**config.mk**
```make
export PLATFORM = sky130hd
export DESIGN_NAME = lite_nasti_reader
export DESIGN_NICKNAME = d
export VERILOG_FILES = /design/src/rtl/lite_nasti_reader.sv
export SDC_FILE = /design/constraint.sdc
export NUM_CORES = 1
export LEC_CHECK = 0
export CORE_ASPECT_RATIO = 1.5
export CORE_UTILIZATION = 45
export DETAILED_ROUTE_END_ITERATION = 10
export MAX_ROUTING_LAYER = met4
export PLACE_DENSITY = 0.85
export SKIP_LAST_GASP = 1
export SLEW_MARGIN = 5
export SYNTH_ARGS = -nofsm -noshare
export SYNTH_HDL_FRONTEND = slang
export SYNTH_SLANG_ARGS = --single-unit
```
**constraint.sdc**
```tcl
create_clock -name clk -period 3.4 [get_ports clk]
set_input_delay 0.85 -clock clk [delete_from_list [all_inputs] [get_ports clk]]
set_output_delay 0.85 -clock clk [all_outputs]
set_load 0.02 [all_outputs]
```
**src/rtl/lite_nasti_reader.sv**
```systemverilog
// Bridges one lite read at a time onto a NASTI read burst and packs the
// returned beats (narrow lanes or a wide slice) into a single lite response.
module lite_nasti_reader #(
  parameter int ID_WIDTH         = 1,
  parameter int ADDR_WIDTH       = 8,
  parameter int NASTI_DATA_WIDTH = 8,
  parameter int LITE_DATA_WIDTH  = 32,
  parameter int USER_WIDTH       = 1
) (
  input  logic                        clk,
  input  logic                        rst,
  input  logic [ID_WIDTH-1:0]         lite_ar_id,
  input  logic [ADDR_WIDTH-1:0]       lite_ar_addr,
  input  logic [2:0]                  lite_ar_prot,
  input  logic [3:0]                  lite_ar_qos,
  input  logic [3:0]                  lite_ar_region,
  input  logic [USER_WIDTH-1:0]       lite_ar_user,
  input  logic                        lite_ar_valid,
  output logic                        lite_ar_ready,
  output logic [ID_WIDTH-1:0]         lite_r_id,
  output logic [LITE_DATA_WIDTH-1:0]  lite_r_data,
  output logic [1:0]                  lite_r_resp,
  output logic [USER_WIDTH-1:0]       lite_r_user,
  output logic                        lite_r_valid,
  input  logic                        lite_r_ready,
  output logic [ID_WIDTH-1:0]         nasti_ar_id,
  output logic [ADDR_WIDTH-1:0]       nasti_ar_addr,
  output logic [7:0]                  nasti_ar_len,
  output logic [2:0]                  nasti_ar_size,
  output logic [1:0]                  nasti_ar_burst,
  output logic                        nasti_ar_lock,
  output logic [3:0]                  nasti_ar_cache,
  output logic [2:0]                  nasti_ar_prot,
  output logic [3:0]                  nasti_ar_qos,
  output logic [3:0]                  nasti_ar_region,
  output logic [USER_WIDTH-1:0]       nasti_ar_user,
  output logic                        nasti_ar_valid,
  input  logic                        nasti_ar_ready,
  input  logic [ID_WIDTH-1:0]         nasti_r_id,
  input  logic [NASTI_DATA_WIDTH-1:0] nasti_r_data,
  input  logic [1:0]                  nasti_r_resp,
  input  logic                        nasti_r_last,
  input  logic [USER_WIDTH-1:0]       nasti_r_user,
  input  logic                        nasti_r_valid,
  output logic                        nasti_r_ready
);

  localparam int BUF_W = (NASTI_DATA_WIDTH < LITE_DATA_WIDTH) ? NASTI_DATA_WIDTH : LITE_DATA_WIDTH;
  localparam int BEATS = LITE_DATA_WIDTH / BUF_W;
  localparam int CNT_W = (BEATS > 1) ? $clog2(BEATS) : 1;
  localparam int SIZE  = $clog2(NASTI_DATA_WIDTH / 8);
  localparam logic [CNT_W-1:0] LAST_CNT = CNT_W'(BEATS - 1);

  if ((LITE_DATA_WIDTH != 32) && (LITE_DATA_WIDTH != 64)) begin : g_bad_lite
    $fatal(1, "lite_nasti_reader: LITE_DATA_WIDTH must be 32 or 64");
  end
  if ((NASTI_DATA_WIDTH < 8) || ((NASTI_DATA_WIDTH & (NASTI_DATA_WIDTH - 1)) != 0)) begin : g_bad_nasti
    $fatal(1, "lite_nasti_reader: NASTI_DATA_WIDTH must be a power of two >= 8");
  end
  if (USER_WIDTH < 1) begin : g_bad_user
    $fatal(1, "lite_nasti_reader: USER_WIDTH must be at least 1");
  end

  typedef enum logic [1:0] {
    S_IDLE = 2'd0,
    S_AR   = 2'd1,
    S_DATA = 2'd2,
    S_RESP = 2'd3
  } state_t;

  function automatic logic [1:0] resp_max(input logic [1:0] a, input logic [1:0] b);
    return (a > b) ? a : b;
  endfunction

  state_t                       state_q, state_d;
  logic [ID_WIDTH-1:0]          id_q, id_d;
  logic [ADDR_WIDTH-1:0]        addr_q, addr_d;
  logic [2:0]                   prot_q, prot_d;
  logic [3:0]                   qos_q, qos_d;
  logic [3:0]                   region_q, region_d;
  logic [USER_WIDTH-1:0]        ar_user_q, ar_user_d;
  logic [CNT_W-1:0]             cnt_q, cnt_d;
  logic                         full_q, full_d;
  logic [LITE_DATA_WIDTH-1:0]   buf_q, buf_d;
  logic [1:0]                   resp_q, resp_d;
  logic [USER_WIDTH-1:0]        r_user_q, r_user_d;
  logic [1:0]                   acc_s;
  logic [BUF_W-1:0]             slice_s;

  // Wide NASTI: pick the lite-sized lane addressed inside the beat and align the burst address.
  if (NASTI_DATA_WIDTH > LITE_DATA_WIDTH) begin : g_wide
    localparam int LO    = $clog2(LITE_DATA_WIDTH / 8);
    localparam int SEL_W = SIZE - LO;
    localparam int LANES = NASTI_DATA_WIDTH / LITE_DATA_WIDTH;
    logic [SEL_W-1:0] sel_s;
    assign sel_s = addr_q[SIZE-1:LO];
    assign nasti_ar_addr = addr_q & ~ADDR_WIDTH'(NASTI_DATA_WIDTH / 8 - 1);
    always_comb begin
      slice_s = '0;
      for (int k = 0; k < LANES; k++) begin
        slice_s = slice_s | (nasti_r_data[k*LITE_DATA_WIDTH +: LITE_DATA_WIDTH]
                             & {LITE_DATA_WIDTH{sel_s == SEL_W'(k)}});
      end
    end
  end else begin : g_narrow
    assign slice_s       = nasti_r_data[BUF_W-1:0];
    assign nasti_ar_addr = addr_q;
  end

  // Next-state and datapath update for the single outstanding read.
  always_comb begin
    state_d   = state_q;
    id_d      = id_q;
    addr_d    = addr_q;
    prot_d    = prot_q;
    qos_d     = qos_q;
    region_d  = region_q;
    ar_user_d = ar_user_q;
    cnt_d     = cnt_q;
    full_d    = full_q;
    buf_d     = buf_q;
    resp_d    = resp_q;
    r_user_d  = r_user_q;
    acc_s     = resp_q;
    case (state_q)
      S_IDLE: begin
        if (lite_ar_valid) begin
          id_d      = lite_ar_id;
          addr_d    = lite_ar_addr;
          prot_d    = lite_ar_prot;
          qos_d     = lite_ar_qos;
          region_d  = lite_ar_region;
          ar_user_d = lite_ar_user;
          cnt_d     = '0;
          full_d    = 1'b0;
          buf_d     = '0;
          resp_d    = 2'b00;
          state_d   = S_AR;
        end else begin
          state_d = S_IDLE;
        end
      end
      S_AR: begin
        state_d = nasti_ar_ready ? S_DATA : S_AR;
      end
      S_DATA: begin
        if (nasti_r_valid && nasti_r_ready) begin
          acc_s = resp_max(resp_q, nasti_r_resp);
          if (full_q) begin
            // Surplus beat: data dropped, flagged as a slave error.
            acc_s = resp_max(acc_s, 2'b10);
          end else begin
            for (int k = 0; k < BEATS; k++) begin
              buf_d[k*BUF_W +: BUF_W] = (cnt_q == CNT_W'(k)) ? slice_s : buf_q[k*BUF_W +: BUF_W];
            end
            full_d = (cnt_q == LAST_CNT);
            cnt_d  = (cnt_q == LAST_CNT) ? cnt_q : cnt_q + CNT_W'(1);
            acc_s  = (nasti_r_last && (cnt_q != LAST_CNT)) ? resp_max(acc_s, 2'b10) : acc_s;
          end
          resp_d   = acc_s;
          r_user_d = nasti_r_user;
          state_d  = nasti_r_last ? S_RESP : S_DATA;
        end else begin
          state_d = S_DATA;
        end
      end
      S_RESP: begin
        state_d = lite_r_ready ? S_IDLE : S_RESP;
      end
      default: begin
        state_d = S_IDLE;
      end
    endcase
  end

  // State and datapath registers.
  always_ff @(posedge clk or posedge rst) begin
    if (rst) begin
      state_q   <= S_IDLE;
      id_q      <= '0;
      addr_q    <= '0;
      prot_q    <= 3'd0;
      qos_q     <= 4'd0;
      region_q  <= 4'd0;
      ar_user_q <= '0;
      cnt_q     <= '0;
      full_q    <= 1'b0;
      buf_q     <= '0;
      resp_q    <= 2'b00;
      r_user_q  <= '0;
    end else begin
      state_q   <= state_d;
      id_q      <= id_d;
      addr_q    <= addr_d;
      prot_q    <= prot_d;
      qos_q     <= qos_d;
      region_q  <= region_d;
      ar_user_q <= ar_user_d;
      cnt_q     <= cnt_d;
      full_q    <= full_d;
      buf_q     <= buf_d;
      resp_q    <= resp_d;
      r_user_q  <= r_user_d;
    end
  end

  assign lite_ar_ready   = (state_q == S_IDLE);
  assign nasti_ar_valid  = (state_q == S_AR);
  assign lite_r_valid    = (state_q == S_RESP);
  assign nasti_r_ready   = (state_q == S_DATA) && (nasti_r_id == id_q);

  assign nasti_ar_id     = id_q;
  assign nasti_ar_len    = 8'(BEATS - 1);
  assign nasti_ar_size   = 3'(SIZE);
  assign nasti_ar_burst  = 2'b01;
  assign nasti_ar_lock   = 1'b0;
  assign nasti_ar_cache  = 4'b0001;
  assign nasti_ar_prot   = prot_q;
  assign nasti_ar_qos    = qos_q;
  assign nasti_ar_region = region_q;
  assign nasti_ar_user   = ar_user_q;

  assign lite_r_id       = id_q;
  assign lite_r_data     = buf_q;
  assign lite_r_resp     = resp_q;
  assign lite_r_user     = r_user_q;

endmodule
```
; Word-level counts from Yosys, hierarchy flattened
; Cells that the tools add are included.
[totals]
elab_cells = 77
reg_bits = 61
input_bits = 40
out_inout_bits = 79
[classes]
n_reduce_logical = 14
eq_ne = 16
n_lt_le_gt_ge = 2
mux = 29
add_sub_neg = 1
[op_table]
columns = cell, count
row1 = $mux 32, 3
row2 = $pmux 32 s2, 1
row3 = $mux 8, 4
row4 = $reduce_and 5->1, 5
row5 = $mux 2, 11
row6 = $ne 2x2->1 const B, 9
row7 = $eq 2x2->1 const B, 4
row8 = $pmux 2 s2, 2
row9 = $pmux 2 s4, 1
row10 = $mux 1, 6
row11 = $eq 2x1->1 const B, 2
row12 = $logic_not 2->1, 2
row13 = $reduce_and 2->1, 2
row14 = $logic_and 1x1->1, 3
row15 = $reduce_and 3->1, 1
row16 = $add 2x1->2 const B, 1
row17 = $gt 2x2->1, 1
row18 = $gt 2x2->1 const B, 1
row19 = $pmux 1 s2, 1
row20 = $reduce_bool 2->1, 1
row21 = $eq 1x1->1, 1

; Depth between registers and ports, before layout
; Gate-level depths: netlist of the first run.
[depth]
ltp_word = 8
depth_mapped = 6
mapped_depth_nobuf = 6

; Worst setup path after synthesis of the first run
; No wires, ideal clock.
[synth_path]
path_type = in2out
startpoint = in nasti_r_id
endpoint = out nasti_r_ready
slack_ns = 1.282
arrival_time_ns = 1.268
stages = 2
cell_sequence = xnor2_1 and2_1
[synth_between]
elab_chain_len = 2
[synth_lines]
columns = item, line_no
row1 = start: declaration, 39  ; input logic [ID_WIDTH-1:0] nasti_r_id,
row2 = $eq 1x1->1, 210  ; assign nasti_r_ready = (state_q == S_DATA) && (nasti_r_id == id_q);
row3 = $logic_and 1x1->1, 210
row4 = end: declaration, 45  ; output logic nasti_r_ready
; No other way between the ends.

; Worst setup path after layout of the first run
; Same ends and word-level chain as after synthesis.

==> impl_metrics.env, run 1 <==
export IMPL_cp_start_kind="input pin"
export IMPL_drtIter0Drc=128
export IMPL_skew_ns=0.00930
export IMPL_ys_warn_count=0
export IMPL_maxCapViolCount=0
export IMPL_synthToLayoutAreaGrowth_pct=42.5
export IMPL_die_area_sq_um=6360
export IMPL_fmax_ghz=0.323
export IMPL_synth_area_leader_cell="dfrtp_1"
export IMPL_synth_area_per_cell_sq_um=12.9
export IMPL_cp_arrival_ns=2.24
export IMPL_fp_row_count=34
export IMPL_critPathCaptureType="output pin"
export IMPL_numClockSinks=61
export IMPL_layout_nets=361
export IMPL_core_sq_um=5830
export IMPL_hold_class="flop to flop"
export IMPL_setup_viol=0
export IMPL_synth_area_sq_um=2720
export IMPL_yosysSeqAreaShare=0.562
export IMPL_start_util=0.466
export IMPL_fill_cells=432
export IMPL_path_common_cell="clkdlybuf4s50_1"
export IMPL_cp_max_fo=3
export IMPL_critPathKind="input pin to output pin"
export IMPL_drc_errors=0
export IMPL_clk_pin_slew_ns=0.08
export IMPL_antenna_left=0
export IMPL_period_share=0.909
export IMPL_ys_seq_elements=61
export IMPL_drt_wl_total_um=5950
export IMPL_postCtsSetupBuffers=0
export IMPL_detailed_place_hpwl_um=4410
export IMPL_crit_chain="clkdlybuf4s50_1 > xnor2_1 > and2_1 > clkdlybuf4s50_1"
export IMPL_holdBufCountCts=0
export IMPL_root_buffer="clkbuf_8"
export IMPL_max_stage_delay_ns=0.60
export IMPL_cp_num_buf_inv=2
export IMPL_fin_crit_ns=3.09
export IMPL_synth_top_area_share=0.562
export IMPL_status="complete, no violations"
export IMPL_first_pass_iters=4
export IMPL_pre_cts_ws_ns=0.304
export IMPL_grt_pass1_wl_um=9830
export IMPL_grt_ovfl_total=0
export IMPL_fp_dieW_um=65.5
export IMPL_final_common_cell="clkdlybuf4s50_1"
export IMPL_required_ns=2.55
export IMPL_io_buffers=100
export IMPL_leakage_nw=1.72
export IMPL_grt_max_degree=33
export IMPL_rsz0062_at_grt="false"
export IMPL_cts_buffer_depth=2
export IMPL_die_y_um=97.2
export IMPL_hold_violations=0
export IMPL_cts_repair_resized=0
export IMPL_final_core_util=0.665
export IMPL_power_density_nw_per_um2=879
export IMPL_synth_cells=211
export IMPL_final_cell_mix="clkdlybuf4s50_1 (100), dfrtp_1 (61), a22o_1 (24)"
export IMPL_cts_buffers=9
export IMPL_grt_pass1_vias=2033
export IMPL_clk_latency_ns=0.34
export IMPL_track_usage=0.213
export IMPL_post_drt_wl_per_cell_um=15.2
export IMPL_drive_above_1_share=0.157
export IMPL_vias=1998
export IMPL_viasPerCell=5.11
export IMPL_ios=119
export IMPL_maxSlewViolCount=0
export IMPL_synth_distinct_cells=34
export IMPL_htree_levels=3
export IMPL_antenna_found_initial=0
export IMPL_n_antenna_cell=0
export IMPL_vdd_drop_max_v=0.000555
export IMPL_gp_congestion=0.760
export IMPL_synth_area_leaders="dfrtp_1 (56%), mux2_2 (9.1%), a22o_1 (7.7%)"
export IMPL_setup_tns_ns=0
export IMPL_setup_slack_ns=0.309
export IMPL_crit_path_top_delay_cell="clkdlybuf4s50_1"
export IMPL_critPathTopFamily="buffers and inverters"
export IMPL_cts_tree="done"
==> worst paths after layout <==
path / slack, ns / endpoint / cells after the start / from
worst max-delay path: 0.31 / nasti_r_ready / 4 / nasti_r_id
worst min-delay path: 0.50 / lite_r_data[27] / 1 / lite_r_data[27]
worst max register to register: 1.21 / lite_r_data[29] / 5 / state_q[1]
worst min register to register: 0.50 / lite_r_data[27] / 1 / lite_r_data[27]
max in group asynchronous: 2.02 / lite_r_data[23] / 3 / rst
min in group asynchronous: 0.72 / lite_r_data[2] / 2 / rst
==> Yosys cell counts <==
cell       number
mux2_2         22
a32o_1          8
ha_1            7
a21o_1          1
o211ai_1        1
nand2b_1        2
xnor2_1         1
o21ai_1         1
nor3b_2         1
nor2_1          5
conb_1          2
o2bb2ai_1       2
a221oi_1        1
nor3_1          1
a22o_1         24
nand3b_1        1
o21ai_2         3
nor2b_2         1
and3_1          4
buf_6           3
o21ai_0         1
nand2_1         4
dfrtp_1        61
and2_1          4
o22ai_1         1
buf_4          19
a21oi_1         5
a31o_1          1
inv_1          10
buf_2           6
mux2_1          1
nor2b_1         5
nand2_2         1
and2_4          1
==> sequential cells by signal (all words and copies together) (netlist names) <==
register,flops
state_q,2
full_q,1
lite_r_id,1
nasti_ar_qos,4
lite_r_resp,2
nasti_ar_addr,8
nasti_ar_region,4
lite_r_user,1
cnt_q,2
nasti_ar_prot,3
nasti_ar_user,1
lite_r_data,32
==> cell families (layout without fill, tap and decap cells) <==
group / Yosys count / after routing / share of synthesized area
buffers and inverters: 38 / 130 / 0.0898
AO/OA/AOI/OAI: 49 / 49 / 0.150
AND/OR/NAND/NOR: 30 / 30 / 0.0649
XOR/XNOR: 1 / 1 / 0.00322
multiplexers: 23 / 23 / 0.0953
other: 2 / 18 / 0.00276
adder cells (fa/ha/maj): 7 / 7 / 0.0322
flip-flops: 61 / 61 / 0.562
==> per-layer routing <==
| layer | global-route usage | part of all wire | up-vias |
|---|---|---|---|
| met5 | - | 0 | - |
| met4 | 0.115 | 0.025 | 0 |
| met3 | 0.0411 | 0.053 | 12 |
| met2 | 0.352 | 0.53 | 87 |
| met1 | 0.237 | 0.39 | 973 |
| li1 | - | - | 926 |
==> worst register-to-register path, cell delays in order (launching register included) <==
cell and delay (ns):
dfrtp_1 0.50, nor2b_2 0.22, buf_4 0.21, a31o_1 0.46
nor2b_1 0.49, a32o_1 0.24
==> metrics by stage <==
stage               area, sq um  std cells  total power, mW  hold WS [ns]
global route               3870        391             3.60         0.514
global placement           3700        375             2.81         0.475
detailed placement         3700        375             2.85         0.488
floorplan                  2780        227             2.13         0.506
CTS                        3870        391             3.44         0.502
finish                     3870        391             3.41         0.500
==> cell type report <==
cell class	count	area (sq um)	share of cell area
sequential	61	1530	0.394
timing repair buffer	104	1030	0.266
multi-input combinational	128	1010	0.262
clock buffer	9	124	0.0320
tap	72	90.1	0.0233
clock inverter	7	51.3	0.0132
inverter	10	37.5	0.00969
==> where the power goes <==
part	switching [mW]	total, mW	internal, mW	leakage [nW]
logic	0.826	1.66	0.833	0.844
clock network	0.305	0.572	0.267	0.0909
registers	0.181	1.18	0.995	0.789
(Power assumes the default switching activity.)
==> run 2: changes to the inputs <==
CORE_UTILIZATION = 42   (was 45)
PLACE_DENSITY = 0.8   (was 0.85)
clock period = 3 ns   (was 3.4 ns; I/O delays follow)
==> impl_metrics.env, run 2 (synthesis gave the netlist of run 1 again) <==
export IMPL_status="complete, no violations"
export IMPL_final_common_cell="clkdlybuf4s50_1"
export IMPL_drive_above_1_share=0.154
export IMPL_antenna_left=0
export IMPL_vias=1999
export IMPL_p_int_mw=2.43
export IMPL_final_cell_area_sq_um=3880
export IMPL_clk_pin_slew_ns=0.06
export IMPL_post_place_cells=377
export IMPL_cts_tree="done"
export IMPL_grt_ovfl_total=0
export IMPL_grt_max_degree=62
export IMPL_switching_share=0.375
export IMPL_cts_buffers=9
export IMPL_critPathCaptureType="output pin"
export IMPL_stdcell_count=392
export IMPL_dpl_cell_area_sq_um=3700
export IMPL_maxSlewViolCount=0
export IMPL_grt_pass1_vias=2001
export IMPL_numClockSinks=61
export IMPL_start_util=0.440
export IMPL_io_buffers=100
export IMPL_power_switching_mw=1.45
export IMPL_setup_tns_ns=0
export IMPL_postCtsSetupBuffers=0
export IMPL_slew_headroom=0.512
export IMPL_pre_cts_ws_ns=0.102
export IMPL_cp_start_kind="input pin"
export IMPL_seqPwrFrac=0.345
export IMPL_p_clk_frac=0.165
export IMPL_ios=119
export IMPL_leakage_nw=1.73
export IMPL_setup_viol=0
export IMPL_path_common_cell="clkdlybuf4s50_1"
export IMPL_drc_errors=0
export IMPL_htree_levels=3
export IMPL_crit_path_top_delay_cell="clkdlybuf4s50_1"
export IMPL_fp_row_count=35
export IMPL_crit_chain="clkdlybuf4s50_1 > xnor2_2 > and2_1 > clkdlybuf4s50_1"
export IMPL_cp_arrival_ns=2.12
export IMPL_required_ns=2.25
export IMPL_cp_max_fo=3
export IMPL_hold_class="flop to flop"
export IMPL_critPathKind="input pin to output pin"
export IMPL_p_total_mw=3.88
export IMPL_final_cell_mix="clkdlybuf4s50_1 (100), dfrtp_1 (61), a22o_1 (24)"
export IMPL_antenna_found_initial=0
export IMPL_detailed_place_hpwl_um=4520
export IMPL_setup_slack_ns=0.130
export IMPL_skew_ns=0.0117
export IMPL_fmax_ghz=0.348
export IMPL_drtIter0Drc=89
export IMPL_track_usage=0.202
export IMPL_hold_violations=0
export IMPL_fin_crit_ns=2.87
export IMPL_post_drt_wl_per_cell_um=15.8
export IMPL_drt_wl_total_um=6210
export IMPL_first_pass_iters=4
export IMPL_n_antenna_cell=0
export IMPL_combPwrFrac=0.490
export IMPL_die_area_sq_um=6800
export IMPL_core_sq_um=6170
export IMPL_viasPerCell=5.10
export IMPL_root_buffer="clkbuf_8"
export IMPL_worst_pin_slew_ns=0.732
export IMPL_power_density_nw_per_um2=999
export IMPL_cts_buffer_depth=2
export IMPL_clk_latency_ns=0.32
export IMPL_period_share=0.957
export IMPL_layout_nets=361
export IMPL_fp_dieW_um=67.7
export IMPL_grt_pass1_wl_um=9810
export IMPL_die_y_um=101
export IMPL_gp_congestion=0.776
export IMPL_synthToLayoutAreaGrowth_pct=43.0
export IMPL_final_core_util=0.629
export IMPL_max_stage_delay_ns=0.60
export IMPL_rsz0062_at_grt="false"
export IMPL_largest_reg_flops=32
export IMPL_maxCapViolCount=0
export IMPL_vdd_drop_max_v=0.000647
export IMPL_timing_hold_ws_ns=0.493
[run 2: metal layers]
| metal | track usage | share of wire | vias to the layer above |
|---|---|---|---|
| met3 | 0.0249 | 0.049 | 10 |
| met4 | 0.0884 | 0.017 | 0 |
| met2 | 0.329 | 0.55 | 90 |
| li1 | - | - | 922 |
| met1 | 0.245 | 0.38 | 977 |
| met5 | - | 0 | - |
[run 2: path summary, 6_finish.rpt]
path                                       to  depth (start not counted)  slack (ns)            start
setup reg to reg              lite_r_data[20]                          5        1.09       state_q[1]
min in group asynchronous  nasti_ar_region[1]                          3        0.95              rst
hold / removal                lite_r_data[31]                          1        0.49  lite_r_data[31]
setup / recovery                nasti_r_ready                          4        0.13       nasti_r_id
max in group asynchronous      lite_r_resp[0]                          3        1.56              rst
hold reg to reg               lite_r_data[31]                          1        0.49  lite_r_data[31]
[run 2: timing repair]
item,in CTS,in global routing
resized for setup,0,1
endpoints found under the setup margin,0,1
hold buffers,0,0
[run 2: power by group through the flow]
stage,Clock [mW],Combinational [mW],Sequential (mW)
floorplan,0,0.755,1.66
global placement,0,1.87,1.33
detailed placement,0,1.90,1.35
CTS,0.657,1.92,1.34
global route,0.695,2.03,1.38
finish,0.640,1.90,1.34
[run 2: area by class of cell]
class | instances | area (sq um)
flip-flops and latches | 61 | 1530
repair buffers | 104 | 1030
inverters | 10 | 37.5
fillers | 519 | 2290
well taps | 74 | 92.6
clock inverters | 3 | 21.3
clock buffers | 12 | 155
multi-input cells | 128 | 1020
[run 2: critical path: cells and delay by family]
family                    cells  cell delay [ns]
xor gates and xnor gates      1             0.13
buffers and inverters         2             1.10
and+or+nand+nor               1             0.14
==> run 3: changes to the inputs <==
CORE_UTILIZATION = 45   (was 42)
PLACE_DENSITY = 0.85   (was 0.8)
clock period = 3.59 ns   (was 3 ns; I/O delays follow)
==> impl_metrics.env, run 3 (synthesis gave the netlist of run 1 again) <==
export IMPL_root_buffer="clkbuf_8"
export IMPL_first_pass_iters=4
export IMPL_grt_pass1_vias=1983
export IMPL_crit_cells=4
export IMPL_leakage_nw=1.73
export IMPL_fp_dieW_um=65.5
export IMPL_cp_num_buf_inv=2
export IMPL_setup_tns_ns=0
export IMPL_detailed_place_hpwl_um=4440
export IMPL_postCtsSetupBuffers=0
export IMPL_crit_chain="clkdlybuf4s50_1 > xnor2_1 > and2_1 > clkdlybuf4s50_1"
export IMPL_drive_above_1_share=0.154
export IMPL_max_stage_delay_ns=0.60
export IMPL_drc_errors=0
export IMPL_cts_buffer_depth=2
export IMPL_slew_headroom=0.357
export IMPL_status="complete, no violations"
export IMPL_holdBufCountCts=0
export IMPL_fin_crit_ns=3.17
export IMPL_synthToLayoutAreaGrowth_pct=43.1
export IMPL_fmax_ghz=0.316
export IMPL_vias=1988
export IMPL_critPathKind="input pin to output pin"
export IMPL_grt_max_degree=47
export IMPL_rsz0062_at_grt="false"
export IMPL_viasPerCell=5.08
export IMPL_track_usage=0.208
export IMPL_critPathCaptureType="output pin"
export IMPL_gp_congestion=0.766
export IMPL_hold_start="lite_r_data[29]"
export IMPL_power_density_nw_per_um2=841
export IMPL_layout_nets=361
export IMPL_r2r_slack_ns=1.40
export IMPL_drt_wl_total_um=6020
export IMPL_setup_viol=0
export IMPL_worst_hold_path_num_cells=1
export IMPL_start_util=0.466
export IMPL_drtIter0Drc=90
export IMPL_post_drt_wl_per_cell_um=15.4
export IMPL_worst_pin_slew_ns=0.962
export IMPL_final_cell_mix="clkdlybuf4s50_1 (100), dfrtp_1 (61), a22o_1 (24)"
export IMPL_io_buffers=100
export IMPL_die_y_um=97.2
export IMPL_ios=119
export IMPL_skew_ns=0.0100
export IMPL_crit_path_top_delay_cell="clkdlybuf4s50_1"
export IMPL_path_common_cell="clkdlybuf4s50_1"
export IMPL_r2r_cells=5
export IMPL_numClockSinks=61
export IMPL_p_total_mw=3.27
export IMPL_period_share=0.882
export IMPL_vdd_drop_max_v=0.000549
export IMPL_cts_repair_resized=0
export IMPL_cts_tree="done"
export IMPL_n_antenna_cell=0
export IMPL_hold_violations=0
export IMPL_final_common_cell="clkdlybuf4s50_1"
export IMPL_reg2reg_from="state_q[1]"
export IMPL_fp_row_count=34
export IMPL_grt_pass1_wl_um=9660
export IMPL_min_to="lite_r_data[29]"
export IMPL_cts_buffers=9
export IMPL_critPathTopFamily="buffers and inverters"
export IMPL_die_area_sq_um=6360
export IMPL_hold_class="flop to flop"
export IMPL_reg2reg_to="lite_r_data[26]"
export IMPL_core_sq_um=5830
export IMPL_htree_levels=3
export IMPL_required_ns=2.69
export IMPL_clk_pin_slew_ns=0.06
export IMPL_grt_ovfl_total=0
export IMPL_antenna_found_initial=0
export IMPL_maxSlewViolCount=0
export IMPL_maxCapViolCount=0
export IMPL_largest_reg_flops=32
export IMPL_cp_max_fo=3
export IMPL_cp_arrival_ns=2.27
export IMPL_clk_latency_ns=0.34
export IMPL_timing_hold_ws_ns=0.496
export IMPL_antenna_left=0
export IMPL_cp_start_kind="input pin"
run 3: through the flow:
step	cells	util	cell area, sq um	setup slack [ns]
after floorplan	227	-	2780	1.18
after global placement	375	0.635	3700	0.433
after detailed placement	375	0.635	3700	0.430
after CTS	391	0.667	3890	0.421
after global routing	391	0.667	3890	0.380
final	391	0.667	3890	0.422
run 3: layout make-up:
cell class,instances,area (sq um)
well taps,72,90.1
clock buffers,10,128
repair buffers,104,1030
multi-input cells,128,1010
flip-flops and latches,61,1530
inverters,10,37.5
clock inverters,6,63.8
fillers,447,1940
run 3: power by group:
part           switching (mW)  internal, mW  total (mW)
clock network           0.267         0.319       0.586
registers               0.170         0.943        1.11
logic                   0.786         0.789        1.57
run 3: worst max-delay path by stage:
stage,end,from
floorplan,cnt_q[0],rst
global placement,nasti_r_ready,nasti_r_id
detailed placement,nasti_r_ready,nasti_r_id
CTS,nasti_r_ready,nasti_r_id
global route,nasti_r_ready,nasti_r_id
finish,nasti_r_ready,nasti_r_id
run 3: per-layer routing:
| metal | track usage | share of wire | vias up |
|---|---|---|---|
| met3 | 0.0329 | 0.047 | 13 |
| met4 | 0.104 | 0.019 | 0 |
| li1 | - | - | 921 |
| met2 | 0.341 | 0.53 | 89 |
| met1 | 0.241 | 0.40 | 965 |
| met5 | - | 0 | - |
